File: src/rtl/uart_pkg.sv
// uart_pkg: definitions shared by uart_rx and uart_tx.
//   - FSM state encoding (legacy-compatible localparam constants)
//   - serial line levels (idle, start bit, stop bit)
//   - default frame timing parameters
package uart_pkg;

  localparam int DEFAULT_CLKS_PER_BIT = 16;
  localparam int DEFAULT_DATA_BITS    = 8;

  localparam logic LINE_IDLE = 1'b1;
  localparam logic START_BIT = 1'b0;
  localparam logic STOP_BIT  = 1'b1;

  localparam logic [2:0] ST_IDLE      = 3'd0;
  localparam logic [2:0] ST_START     = 3'd1;
  localparam logic [2:0] ST_DATA      = 3'd2;
  localparam logic [2:0] ST_STOP      = 3'd3;
  localparam logic [2:0] ST_WAIT_IDLE = 3'd4;

endpackage : uart_pkg

File: src/rtl/uart_sync.sv
// uart_sync: two-flop synchroniser for a single asynchronous input.
// Ports:
//   i_clk     destination clock
//   i_rst     synchronous active-high reset; both flops load RESET_VAL
//   i_async   asynchronous input
//   o_sync    synchronised output (2 cycles of latency)
module uart_sync #(
  parameter logic RESET_VAL = 1'b1
) (
  input  logic i_clk,
  input  logic i_rst,
  input  logic i_async,
  output logic o_sync
);

  logic r_meta;
  logic r_sync;

  // NOTE: sequential state uses non-blocking assignments so every flop
  // samples the pre-edge value; blocking here would collapse the two stages.
  always_ff @(posedge i_clk) begin
    if (i_rst) begin
      r_meta <= RESET_VAL;
      r_sync <= RESET_VAL;
    end else begin
      r_meta <= i_async;
      r_sync <= r_meta;
    end
  end

  assign o_sync = r_sync;

endmodule : uart_sync

File: src/rtl/uart_rx.sv
// uart_rx: serial receiver (start bit 0, DATA_BITS data bits LSB first,
// one stop bit 1). The line is resynchronised, each bit is sampled at
// mid-period and a low stop bit is reported as a framing error.
// Ports:
//   i_clk      system clock, rising edge
//   i_rst      synchronous active-high reset
//   ser_in     asynchronous serial line, idles high
//   data       last good byte; bit 0 is the first bit received
//   done       one-cycle pulse when data is updated
//   frame_err  one-cycle pulse when the stop bit sampled low
//   busy       high in every state other than IDLE
module uart_rx
  import uart_pkg::*;
#(
  parameter int CLKS_PER_BIT = DEFAULT_CLKS_PER_BIT,
  parameter int DATA_BITS    = DEFAULT_DATA_BITS
) (
  input  logic                 i_clk,
  input  logic                 i_rst,
  input  logic                 ser_in,
  output logic [DATA_BITS-1:0] data,
  output logic                 done,
  output logic                 frame_err,
  output logic                 busy
);

  localparam int CNT_W = $clog2(CLKS_PER_BIT);
  localparam int BIT_W = $clog2(DATA_BITS + 1);

  // START waits half a bit so that all later samples land mid-bit.
  localparam logic [CNT_W-1:0] C_HALF     = CNT_W'((CLKS_PER_BIT - 1) / 2);
  localparam logic [CNT_W-1:0] C_LAST     = CNT_W'(CLKS_PER_BIT - 1);
  localparam logic [BIT_W-1:0] C_LAST_BIT = BIT_W'(DATA_BITS - 1);

  logic                 w_rx;
  logic [2:0]           r_state;
  logic [CNT_W-1:0]     r_cnt;
  logic [BIT_W-1:0]     r_bit;
  logic [DATA_BITS-1:0] r_shift;
  logic [DATA_BITS-1:0] r_data;
  logic                 r_done;
  logic                 r_ferr;

  // Reset to the idle line level so leaving reset never looks like a start.
  uart_sync #(.RESET_VAL(LINE_IDLE)) u_sync (
    .i_clk   (i_clk),
    .i_rst   (i_rst),
    .i_async (ser_in),
    .o_sync  (w_rx)
  );

  always_ff @(posedge i_clk) begin
    if (i_rst) begin
      r_state <= ST_IDLE;
      r_cnt   <= '0;
      r_bit   <= '0;
      r_shift <= '0;
      r_data  <= '0;
      r_done  <= 1'b0;
      r_ferr  <= 1'b0;
    end else begin
      // Pulses default low; they are raised for exactly one cycle below.
      r_done <= 1'b0;
      r_ferr <= 1'b0;
      case (r_state)
        ST_IDLE: begin
          r_cnt <= '0;
          r_bit <= '0;
          if (w_rx == START_BIT) r_state <= ST_START;
        end
        ST_START: begin
          if (r_cnt == C_HALF) begin
            r_cnt   <= '0;
            r_bit   <= '0;
            // A start bit that has vanished by mid-bit is a glitch.
            r_state <= (w_rx == START_BIT) ? ST_DATA : ST_IDLE;
          end else begin
            r_cnt <= r_cnt + CNT_W'(1);
          end
        end
        ST_DATA: begin
          if (r_cnt == C_LAST) begin
            r_cnt <= '0;
            // Shift in from the MSB side so the first bit ends up in bit 0.
            r_shift <= {w_rx, r_shift[DATA_BITS-1:1]};
            if (r_bit == C_LAST_BIT) begin
              r_bit   <= '0;
              r_state <= ST_STOP;
            end else begin
              r_bit <= r_bit + BIT_W'(1);
            end
          end else begin
            r_cnt <= r_cnt + CNT_W'(1);
          end
        end
        ST_STOP: begin
          if (r_cnt == C_LAST) begin
            r_cnt <= '0;
            if (w_rx == STOP_BIT) begin
              r_data  <= r_shift;
              r_done  <= 1'b1;
              r_state <= ST_IDLE;
            end else begin
              r_ferr  <= 1'b1;
              r_state <= ST_WAIT_IDLE;
            end
          end else begin
            r_cnt <= r_cnt + CNT_W'(1);
          end
        end
        ST_WAIT_IDLE: begin
          // A held-low line (break) must not be read as a new start bit.
          r_cnt <= '0;
          if (w_rx == LINE_IDLE) r_state <= ST_IDLE;
        end
        default: r_state <= ST_IDLE;
      endcase
    end
  end

  assign data      = r_data;
  assign done      = r_done;
  assign frame_err = r_ferr;
  assign busy      = (r_state != ST_IDLE);

endmodule : uart_rx

File: config.mk
export PLATFORM = sky130hd
export DESIGN_NAME = uart_rx
export DESIGN_NICKNAME = d
export VERILOG_FILES = /design/src/rtl/uart_pkg.sv /design/src/rtl/uart_sync.sv /design/src/rtl/uart_rx.sv
export SDC_FILE = /design/constraint.sdc
export NUM_CORES = 1
export LEC_CHECK = 0
export CORE_ASPECT_RATIO = 0.5
export CORE_UTILIZATION = 30
export DETAILED_ROUTE_END_ITERATION = 12
export GPL_ROUTABILITY_DRIVEN = 0
export PLACE_DENSITY = 0.51
export RECOVER_POWER = 25
export REMOVE_ABC_BUFFERS = 1
export SYNTH_ARGS = -nofsm -noshare
export SYNTH_HDL_FRONTEND = slang
export SYNTH_SLANG_ARGS = --single-unit
File: constraint.sdc
create_clock -name i_clk -period 1.9 [get_ports i_clk]
set_clock_uncertainty 0.05 [all_clocks]
set_input_delay 0.38 -clock i_clk [delete_from_list [all_inputs] [get_ports i_clk]]
set_output_delay 0.38 -clock i_clk [all_outputs]
set_load 0.02 [all_outputs]
==> impl_metrics.prom <==
# TYPE chip_impl_metric gauge
chip_impl_metric{name="finalHoldViolations",unit=""} 0
chip_impl_metric{name="synth_warnings",unit=""} 0
chip_impl_metric{name="met3_usage",unit="%"} 4.67
chip_impl_info{name="reg_to_reg_startpoint",value="r_cnt[1]$_SDFFE_PP0P_"} 1
chip_impl_info{name="grt_most_used_layer",value="met2"} 1
chip_impl_metric{name="grt_start_max_net_pins",unit=""} 18
chip_impl_metric{name="grt-ovfl-total",unit=""} 0
chip_impl_metric{name="finalSetupViolations",unit=""} 0
chip_impl_metric{name="grt_usage",unit="%"} 12.3
chip_impl_metric{name="worst_slew_margin_rel",unit="%"} 69.2
chip_impl_metric{name="synthMuxAreaShare",unit="%"} 15.2
chip_impl_metric{name="finish.net_count",unit=""} 157
chip_impl_metric{name="die_y",unit="um"} 48.2
chip_impl_metric{name="count_of_tritonroute_iterations_in_the_first_routing_pass",unit=""} 4
chip_impl_info{name="clock-root-buffer",value="clkbuf_8"} 1
chip_impl_info{name="setup_repair_after_global_routing_missed_its_margin",value="no"} 1
chip_impl_metric{name="vdd_drop_max",unit="uV"} 351
chip_impl_info{name="setup.worst_path.end_class",value="output pin"} 1
chip_impl_metric{name="path_max_fanout",unit=""} 9
chip_impl_info{name="synth_top_area_cell",value="dfxtp_1"} 1
chip_impl_metric{name="synthSimpleGateAreaFrac",unit="%"} 20.7
chip_impl_info{name="criticalPathCategory",value="reg -> out"} 1
chip_impl_info{name="netlist_top_cells_area",value="dfxtp_1 48%, mux2i_1 14%, nor2_1 6.7%, a21oi_1 2.7%, or3_1 2.4%"} 1
chip_impl_metric{name="htree_num_levels",unit=""} 2
chip_impl_metric{name="utilization",unit="%"} 40.2
chip_impl_metric{name="synthDominantCellAreaShare",unit="%"} 48.5
chip_impl_metric{name="detail_route.vias_per_cell",unit=""} 4.64
chip_impl_metric{name="die_w",unit="um"} 94.4
chip_impl_metric{name="synth-xor-area-share",unit="%"} 0.684
chip_impl_metric{name="global_route_wire_length_before_repair",unit="mm"} 4.15
chip_impl_metric{name="clock_path_buffers",unit=""} 2
chip_impl_metric{name="p_leak",unit="nW"} 0.696
chip_impl_metric{name="critPathArrivalTime",unit="ps"} 1370
chip_impl_info{name="synth_ff_type",value="dfxtp_1"} 1
chip_impl_metric{name="placement_rows",unit=""} 16
chip_impl_metric{name="initial_core_util",unit="%"} 32.1
chip_impl_metric{name="ys_async_sr_fraction",unit="%"} 0
chip_impl_metric{name="setup-tns-final",unit="ps"} 0
chip_impl_metric{name="number_of_global_route_vias_before_repair",unit=""} 918
chip_impl_metric{name="number_of_antenna_violations_at_the_first_check_in_global_routing",unit=""} 0
chip_impl_metric{name="hold_worst_slack",unit="ps"} 365
chip_impl_info{name="holdCritPathClass",value="reg -> reg"} 1
chip_impl_metric{name="routed_wire_length_per_instance",unit="um"} 11.8
chip_impl_metric{name="post-cts-setup-buffers",unit=""} 0
chip_impl_metric{name="finalWorstPathRequiredPeriod",unit="ps"} 1800
chip_impl_metric{name="drc_violation_count_after_routing",unit=""} 0
chip_impl_metric{name="netlist_area",unit="sq mm"} 0.00128
chip_impl_metric{name="grt_util_met1",unit="%"} 15.4
chip_impl_metric{name="final_min_period_over_clock_period",unit="%"} 95.0
chip_impl_metric{name="clkTransAtPathRegs",unit="ps"} 60
chip_impl_metric{name="seq_area_frac_synth",unit="%"} 48.5
chip_impl_metric{name="num_antenna_cells",unit=""} 0
chip_impl_metric{name="insertion_delay",unit="ps"} 270
chip_impl_metric{name="cp.required",unit="ps"} 1470
chip_impl_metric{name="synth-compound-area-share",unit="%"} 8.21
chip_impl_metric{name="buffer_ports.inserted",unit=""} 13
chip_impl_metric{name="dp.final_hpwl",unit="mm"} 1.62
chip_impl_metric{name="die-area",unit="sq mm"} 0.00455
chip_impl_metric{name="post_synth_edffs",unit=""} 0
chip_impl_metric{name="timing.final.max_slew_violations",unit=""} 0
chip_impl_metric{name="drt_wl_total",unit="mm"} 2.45
chip_impl_metric{name="route.antenna.remaining_nets",unit=""} 0
chip_impl_info{name="worst_setup_path_startpoint",value="r_state[0]$_SDFFE_PP0P_"} 1
chip_impl_info{name="tritoncts_clock_tree",value="done"} 1
chip_impl_metric{name="flow.area_growth_from_synthesis",unit="%"} 25.0
chip_impl_metric{name="routed-via-count",unit=""} 960
chip_impl_metric{name="synth_fa_ha_area_share",unit="%"} 1.96
chip_impl_info{name="hp-start",value="u_sync.r_meta$_SDFF_PP1_"} 1
chip_impl_info{name="combinational_family_with_the_most_area_after_synthesis",value="simple AND/OR/NAND/NOR gates"} 1
chip_impl_metric{name="worst_pin_slew",unit="ps"} 461
chip_impl_metric{name="grt_use_met2",unit="%"} 20.0
chip_impl_metric{name="post_synth_inst_count",unit=""} 135
chip_impl_metric{name="boundaryPins",unit=""} 14
chip_impl_metric{name="highest_achievable_clock_rate",unit="GHz"} 0.554
chip_impl_metric{name="clock-sinks",unit=""} 31
chip_impl_metric{name="cts_buffers",unit=""} 5
chip_impl_metric{name="synth.distinct_cells",unit=""} 31
chip_impl_info{name="critPathLaunchType",value="flop"} 1
chip_impl_info{name="run_status",value="completed"} 1
chip_impl_metric{name="power.density",unit="mW/mm^2"} 847
chip_impl_metric{name="dr.first_iter.drc_count",unit=""} 42
chip_impl_metric{name="ys_ff_latch",unit=""} 31
chip_impl_metric{name="synth_area_per_cell",unit="sq um"} 9.48
chip_impl_metric{name="drive_above_1_share",unit="%"} 15.0
chip_impl_metric{name="max-cap-violations",unit=""} 0
chip_impl_metric{name="coreArea",unit="sq mm"} 0.00398
## logic make-up after synthesis
group	after synthesis
mux	19
compound gates	17
fa+ha+maj	2
flops	31
simple gates	52
buf+inv	13
xor+xnor	1
## worst max-delay path, cell delays in order (launching register included)
cell	delay [ps]
dfxtp_1	380
or3_4	390
dlygate4sd2_1	330
## layout make-up
type	count	area, sq um
Tap cell	54	67.6
Clock inverter	2	35.0
Sequential cell	31	622
Timing Repair Buffer	18	166
Clock buffer	6	82.6
Inverter	5	18.8
Multi-Input combinational cell	91	608
Fill cell	416	2380
## worst paths after layout
check | to | depth (start not counted) | slack (ps)
worst max-delay path | busy | 2 | 100
worst min-delay path | u_sync.o_sync$_SDFF_PP1_ | 1 | 360
worst max register to register | r_bit[2]$_SDFFE_PP0P_ | 5 | 100
worst min register to register | u_sync.o_sync$_SDFF_PP1_ | 1 | 360
## flip-flops by register name, summed over array words and instances, names as in the netlist
register       count
r_cnt              4
r_state            3
u_sync.o_sync      1
r_bit              4
r_shift            8
u_sync.r_meta      1
data               8
done               1
frame_err          1
## metal layers
layer | wire length, um | share of wire (%) | up-vias
met3 | 96 | 3.9 | 2
met2 | 1120 | 46 | 13
met1 | 1220 | 50 | 446
met4 | 12 | 0.49 | 0
li1 | - | - | 499
met5 | 0 | 0 | -
## stage by stage
| step | instance area [sq um] | worst slack [ps] | std cells | power, mW |
|---|---|---|---|---|
| detailed placement | 1470 | 68.5 | 199 | 0.706 |
| CTS | 1590 | 54.3 | 207 | 1.37 |
| global placement | 1470 | 130 | 199 | 0.706 |
| floorplan | 1240 | 190 | 127 | 0.685 |
| finish | 1600 | 95.7 | 207 | 1.35 |
| global route | 1600 | 5.25 | 207 | 1.41 |
## placed cells by master (no fill, tap or decap), drive strengths merged
master,netlist,layout
ha,2,2
nor4b,1,1
xnor2,1,1
clkdlybuf4s50,0,10
dfxtp,31,31
nor2,23,23
or3b,2,2
inv,5,5
a21oi,7,7
bufinv,0,1
clkbuf,4,6
and3b,1,1
nor3,2,2
o2111ai,1,1
nand3,2,2
nor2b,2,2
dlygate4sd3,0,2
o31a,1,1
or2,3,3
or3,6,6
a22oi,1,1
or4,2,2
a311oi,1,1
nand2b,1,1
dlygate4sd2,0,1
buf,4,5
mux2,1,1
mux2i,18,18
clkinv,0,1
o21ai,4,4
a2111oi,1,1
a211oi,1,1
nand2,6,6
nand4,1,1
## cells in the mapped netlist (2+ instances only)
| cell | count |
|---|---|
| dfxtp_1 | 31 |
| nor2_1 | 23 |
| mux2i_1 | 18 |
| a21oi_1 | 7 |
| nand2_1 | 6 |
| inv_1 | 5 |
| or3_1 | 5 |
| clkbuf_1 | 4 |
| o21ai_0 | 4 |
| buf_2 | 3 |
| or2_2 | 3 |
| ha_1 | 2 |
| nand3_1 | 2 |
| nor2b_1 | 2 |
| nor3_1 | 2 |
| or3b_2 | 2 |
| or4_1 | 2 |
## power by group
group          total [mW]  switching, mW  internal (mW)
Clock               0.665          0.241          0.424
Sequential          0.658        0.00470          0.654
Combinational      0.0317         0.0175         0.0142
Total                1.35          0.263           1.09
## timing repair
item / in CTS / in global routing
pin swaps: 0 / 1
hold buffers: 0 / 0
resized for setup: 1 / 3
setup endpoints to repair: 1 / 5
(Power assumes the default switching activity.)
==> patch 1, RTL diff (config.mk and constraints unchanged) <==
The package constant `DEFAULT_DATA_BITS` goes from 8 to 16.
--- a/src/rtl/uart_pkg.sv
+++ b/src/rtl/uart_pkg.sv
@@ -5,7 +5,7 @@
 package uart_pkg;
 
   localparam int DEFAULT_CLKS_PER_BIT = 16;
-  localparam int DEFAULT_DATA_BITS    = 8;
+  localparam int DEFAULT_DATA_BITS    = 16;
 
   localparam logic LINE_IDLE = 1'b1;
   localparam logic START_BIT = 1'b0;
Ports: changed (resized data); port bits go from 14 to 22. The function was not compared with the original's and may differ.
==> patch 1 against the unedited design <==
Sequential cell count is 17 higher; sequential share of layout area is 0.12 points higher; setup slack improved by 0.099 ns; via count up 59%; register-to-register slack improved by 0.11 ns; clock power is 49% higher; cell count grew 61%; worst hold slack worse by 0.0038 ns; wire length up 47%; core utilization down 0.23 points; synthesized area grew 53%; total power rose by 52%; final area up 54%; largest cell class unchanged.
==> patch 1: results (changes against the unedited design) <==
stage	metric	value	unit	change
outcome	result of the run	finished, final reports clean		
worst_setup_path	depth of the worst register-to-register path	6		+1
yosys	Yosys Warn Count	0		unchanged
min_path	Worst Hold Class	flop to flop		
cts	htree depth	2		unchanged
global_route	initial antenna violation count	0		unchanged
global_route	largest net degree at the start of global routing	29		+11
yosys	Synth Instances	219		+62%
yosys	synth top area cells	dfxtp_1 49%, mux2i_1 8.2%, nand2_1 7.3%, a21oi_1 5.6%, nor2_1 4.0%		
cells_and_area	Non-Filler Instances	333		+61%
detailed_routing	final WL	3610	um	+47%
cells_and_area	ANT cells	0		unchanged
placement	placed instance area	2310	sq um	+57%
cts	deepest clock path buffer count	2		unchanged
power_and_ir_drop	worst vdd ir	0.456	mV	+30%
yosys	sequential area share after synthesis	48.9	%	+0.43 points
worst_setup_path	Worst path slowest cell	dlygate4sd3_1		
yosys	mux cell area share after synthesis	8.15	%	-7.1 points
cells_and_area	FILL cells	611		+47%
worst_setup_path	R2R Path Start	r_cnt[0]		
cts	clk slew on worst S/H paths	0.06	ns	about the same
global_route	first-pass GRT wire length	6340	um	+53%
detailed_routing	1st-iter DRT viols	57		+36%
placement	HPWL after DPL	2490	um	+54%
detailed_routing	Via density	4.59		-0.99%
detailed_routing	DRT Pass-1 Iters	4		unchanged
worst_setup_path	Crit Reg-Reg Endpoint	data[3]		
min_path	Hold Startpoint	u_sync.r_meta		
yosys	most frequent cells after synthesis	48 x dfxtp_1, 38 x nand2_1, 22 x a21oi_1		
cells_and_area	share of layout cells above drive strength 1	10.2	%	-4.8 points
yosys	post-synthesis xor/xnor area fraction	0.892	%	+0.21 points
min_path	hold path cells	1		unchanged
cells_and_area	fin area	2470	sq um	+54%
yosys	Synth Area in Adders	1.27	%	-0.68 points
worst_setup_path	CP peak stage delay	0.67	ns	+0.28 ns
min_path	Hold EP	u_sync.o_sync		
global_route	number of global-route vias before repair	1445		+57%
yosys	Yosys cell types	43		+39%
worst_setup_path	reg2reg setup slack	0.21	ns	+0.11 ns
cts	worst-skew pair later-pin latency	0.28	ns	
cts	clock root buffer	clkbuf_16		
yosys	share of flip-flops with an asynchronous set or reset	0	%	unchanged
flow_run	max_cap viols	0		unchanged
global_route	GR Util All Layers	11.8	%	-0.54 points
worst_setup_path	crit-path leading delay family	buffers and inverters		
power_and_ir_drop	Psw	403	uW	+53%
sta	slew margin rel.	68.4	%	-0.81 points
cts	Post-CTS Setup Inserts	0		unchanged
yosys	post-synthesis compound-gate area fraction	12.5	%	+4.3 points
cts	Num CTS Buffers	5		unchanged
placement	IO Port Bufs	21		+8
power_and_ir_drop	Leak	0.000998	uW	+43%
worst_setup_path	crit-path max FO	2		-7
worst_setup_path	Critical Path Stages	1		-1
cells_and_area	NumNets Final	249		+59%
==> patch 1: changes by cell type after synthesis, moves of 3 or more <==
cell	change
a21oi_1	+15
nand3b_1	+3
nand3_1	+5
nand2_1	+32
dfxtp_1	+17
or3_1	-4
a31oi_1	+3
==> patch 1: area by class of cell <==
type | instances | share of cell area (%)
timing repair buffer | 34 | 13.3
clock inverter | 3 | 1.93
tap | 88 | 4.46
sequential | 48 | 39.0
inverter | 5 | 0.760
multi-input combinational | 150 | 35.5
clock buffer | 5 | 5.07
==> patch 1: power by group through the flow <==
stage,clock [uW],sequential (uW),combinational [uW]
2_1_floorplan,0,1040,20.9
3_3_place_gp,0,1040,59.2
6_report,990,1010,57.4
4_1_cts,1030,1010,60.2
3_5_place_dp,0,1040,60.1
5_1_grt,1060,1010,64.4
==> patch 1: per-stage QoR <==
stage                     setup WS (ns)  hold WS (ns)
final                             0.194         0.361
after global routing             0.0716         0.385
after CTS                       0.00194         0.363
after detailed placement          0.208         0.348
after global placement            0.268         0.341
after floorplan                -0.00463         0.339
==> patch 1: cell families (layout without fill, tap and decap cells) <==
family,Yosys count,after routing
AO/OA/AOI/OAI,39,39
XOR/XNOR,2,2
adder cells (fa/ha/maj),2,2
buffers and inverters,21,47
flip-flops,48,48
multiplexers,16,16
AND/OR/NAND/NOR,91,91
==> patch 1: layer usage <==
| metal | vias to the layer above | track usage, % | share of wire, % |
|---|---|---|---|
| li1 | 801 | - | - |
| met1 | 695 | 14.2 | 49 |
| met2 | 25 | 20.0 | 47 |
| met3 | 8 | 3.68 | 3.1 |
| met4 | 0 | 4.58 | 1.5 |
| met5 | - | 0 | 0 |
==> patch 1: timing repair <==
action | 4_1_cts | 5_1_grt
endpoints found under the setup margin | 0 | 1
hold buffers | 0 | 0
resized for setup | 0 | 2
==> patch 1: worst max path at each step <==
stage	startpoint	endpoint	slack, ns
after floorplan	r_cnt[0]	data[0]	-0.005
after global placement	r_cnt[0]	r_state[0]	0.27
after detailed placement	r_cnt[0]	r_state[0]	0.21
after CTS	r_state[1]	busy	0.002
after global routing	r_cnt[0]	data[1]	0.07
final	data[1]	data[1]	0.19
==> patch 2, RTL diff (same settings) <==
Made on the original files. Register the output `frame_err` once more, without a reset; this adds one clock of latency there. The other outputs are not delayed to match. Comments in the files are not updated.
--- a/src/rtl/uart_rx.sv
+++ b/src/rtl/uart_rx.sv
@@ -120,7 +120,9 @@
 
   assign data      = r_data;
   assign done      = r_done;
-  assign frame_err = r_ferr;
+  always_ff @(posedge i_clk) begin
+    frame_err <= r_ferr;
+  end
   assign busy      = (r_state != ST_IDLE);
 
 endmodule : uart_rx
Function: no difference found for any inputs over 10 cycles, from zero or initial values and one cycle with i_rst high; that may be too few to reach the edited logic, so the function may still have changed.
==> patch 2 against the unedited design <==
Final area decreased by 1.6%; register-to-register slack improved by 0.02 ns; sequential cell count increased by 1; setup slack got worse by 0.013 ns; synthesized area increased by 1.6%; total power decreased by 12%; wire length decreased by 4.4%; core utilization decreased by 1.0 points; critical path type unchanged; largest power group is now registers.
==> patch 2: results (changes against the unedited design) <==
stage	metric	value	unit	change
outcome	result of the run	finished, final reports clean		
yosys	post-synthesis xor/xnor area fraction	0.674	%	-0.011 points
cells_and_area	ClkCell Share	4.92	%	-2.4 points
global_route	met1 GRT Util	15.3	%	-0.16 points
detailed_routing	DRT Pass-1 Iters	3		-1
cts	CTS sink cnt	32		+3.2%
detailed_routing	WL met1	1260	um	+2.9%
yosys	most frequent cells after synthesis	32 x dfxtp_1, 23 x nor2_1, 18 x mux2i_1		
cells_and_area	Reg area	643	sq um	+3.4%
yosys	sequential area share after synthesis	49.3	%	+0.79 points
placement	DP Worst Slack	0.0897	ns	+0.0213 ns
global_route	met3 Use GR	4.25	%	-0.43 points
cells_and_area	area delta synth->final	21.2	%	
cells_and_area	share of layout cells above drive strength 1	13.7	%	-1.3 points
placement	Placed Instances	200		+0.50%
detailed_routing	routed wl met2	950	um	-15%
detailed_routing	1st-iter DRT viols	16		-62%
cells_and_area	Signal buf overhead	10.6	%	+0.17 points
detailed_routing	Via density	4.57		-1.5%
cells_and_area	FILL cells	401		-3.6%
power_and_ir_drop	worst vdd ir	0.202	mV	-42%
detailed_routing	DR WL met3	83	um	-14%
global_route	GR Util All Layers	11.2	%	-1.1 points
sta	Worst-Margin Slew	0.424	ns	-0.0374 ns
detailed_routing	Via Count	946		-1.5%
cells_and_area	NumNets Final	158		+0.64%
worst_setup_path	WP data arrival	1.39	ns	+0.02 ns
power_and_ir_drop	Leak	0.000684	uW	-1.8%
yosys	synth top area cells	dfxtp_1 49%, mux2i_1 14%, nor2_1 6.6%, a21oi_1 2.7%, or3_1 2.4%		
detailed_routing	Avg WL per Cell	11.3	um	-4.4%
yosys	Synth Instances	136		+0.74%
-- patch 2: changes by cell type in the layout (fill, tap and decap cells not counted) --
cell       delta
nor4b_1       +1
clkbuf_1      +1
dfxtp_2       +1
nor4b_2       -1
bufinv_16     -1
clkbuf_8      -1
-- patch 2: power by group --
group          internal (uW)  leakage [uW]  switching, uW
Combinational           15.4      0.000384           17.9
Sequential               675      0.000259           4.75
Clock                    248     0.0000410            233
-- patch 2: final timing paths --
check | start | endpoint | slack (ns) | cells past startpoint
max | r_state[0] | busy | 0.08 | 2
min | r_ferr | frame_err | 0.28 | 0
max reg2reg | r_cnt[3] | r_bit[2] | 0.12 | 4
min reg2reg | r_ferr | frame_err | 0.28 | 0
-- patch 2: critical path: stages (launching register included) --
cell	delay [ns]
dfxtp_1	0.38
or3_4	0.40
dlygate4sd2_1	0.33
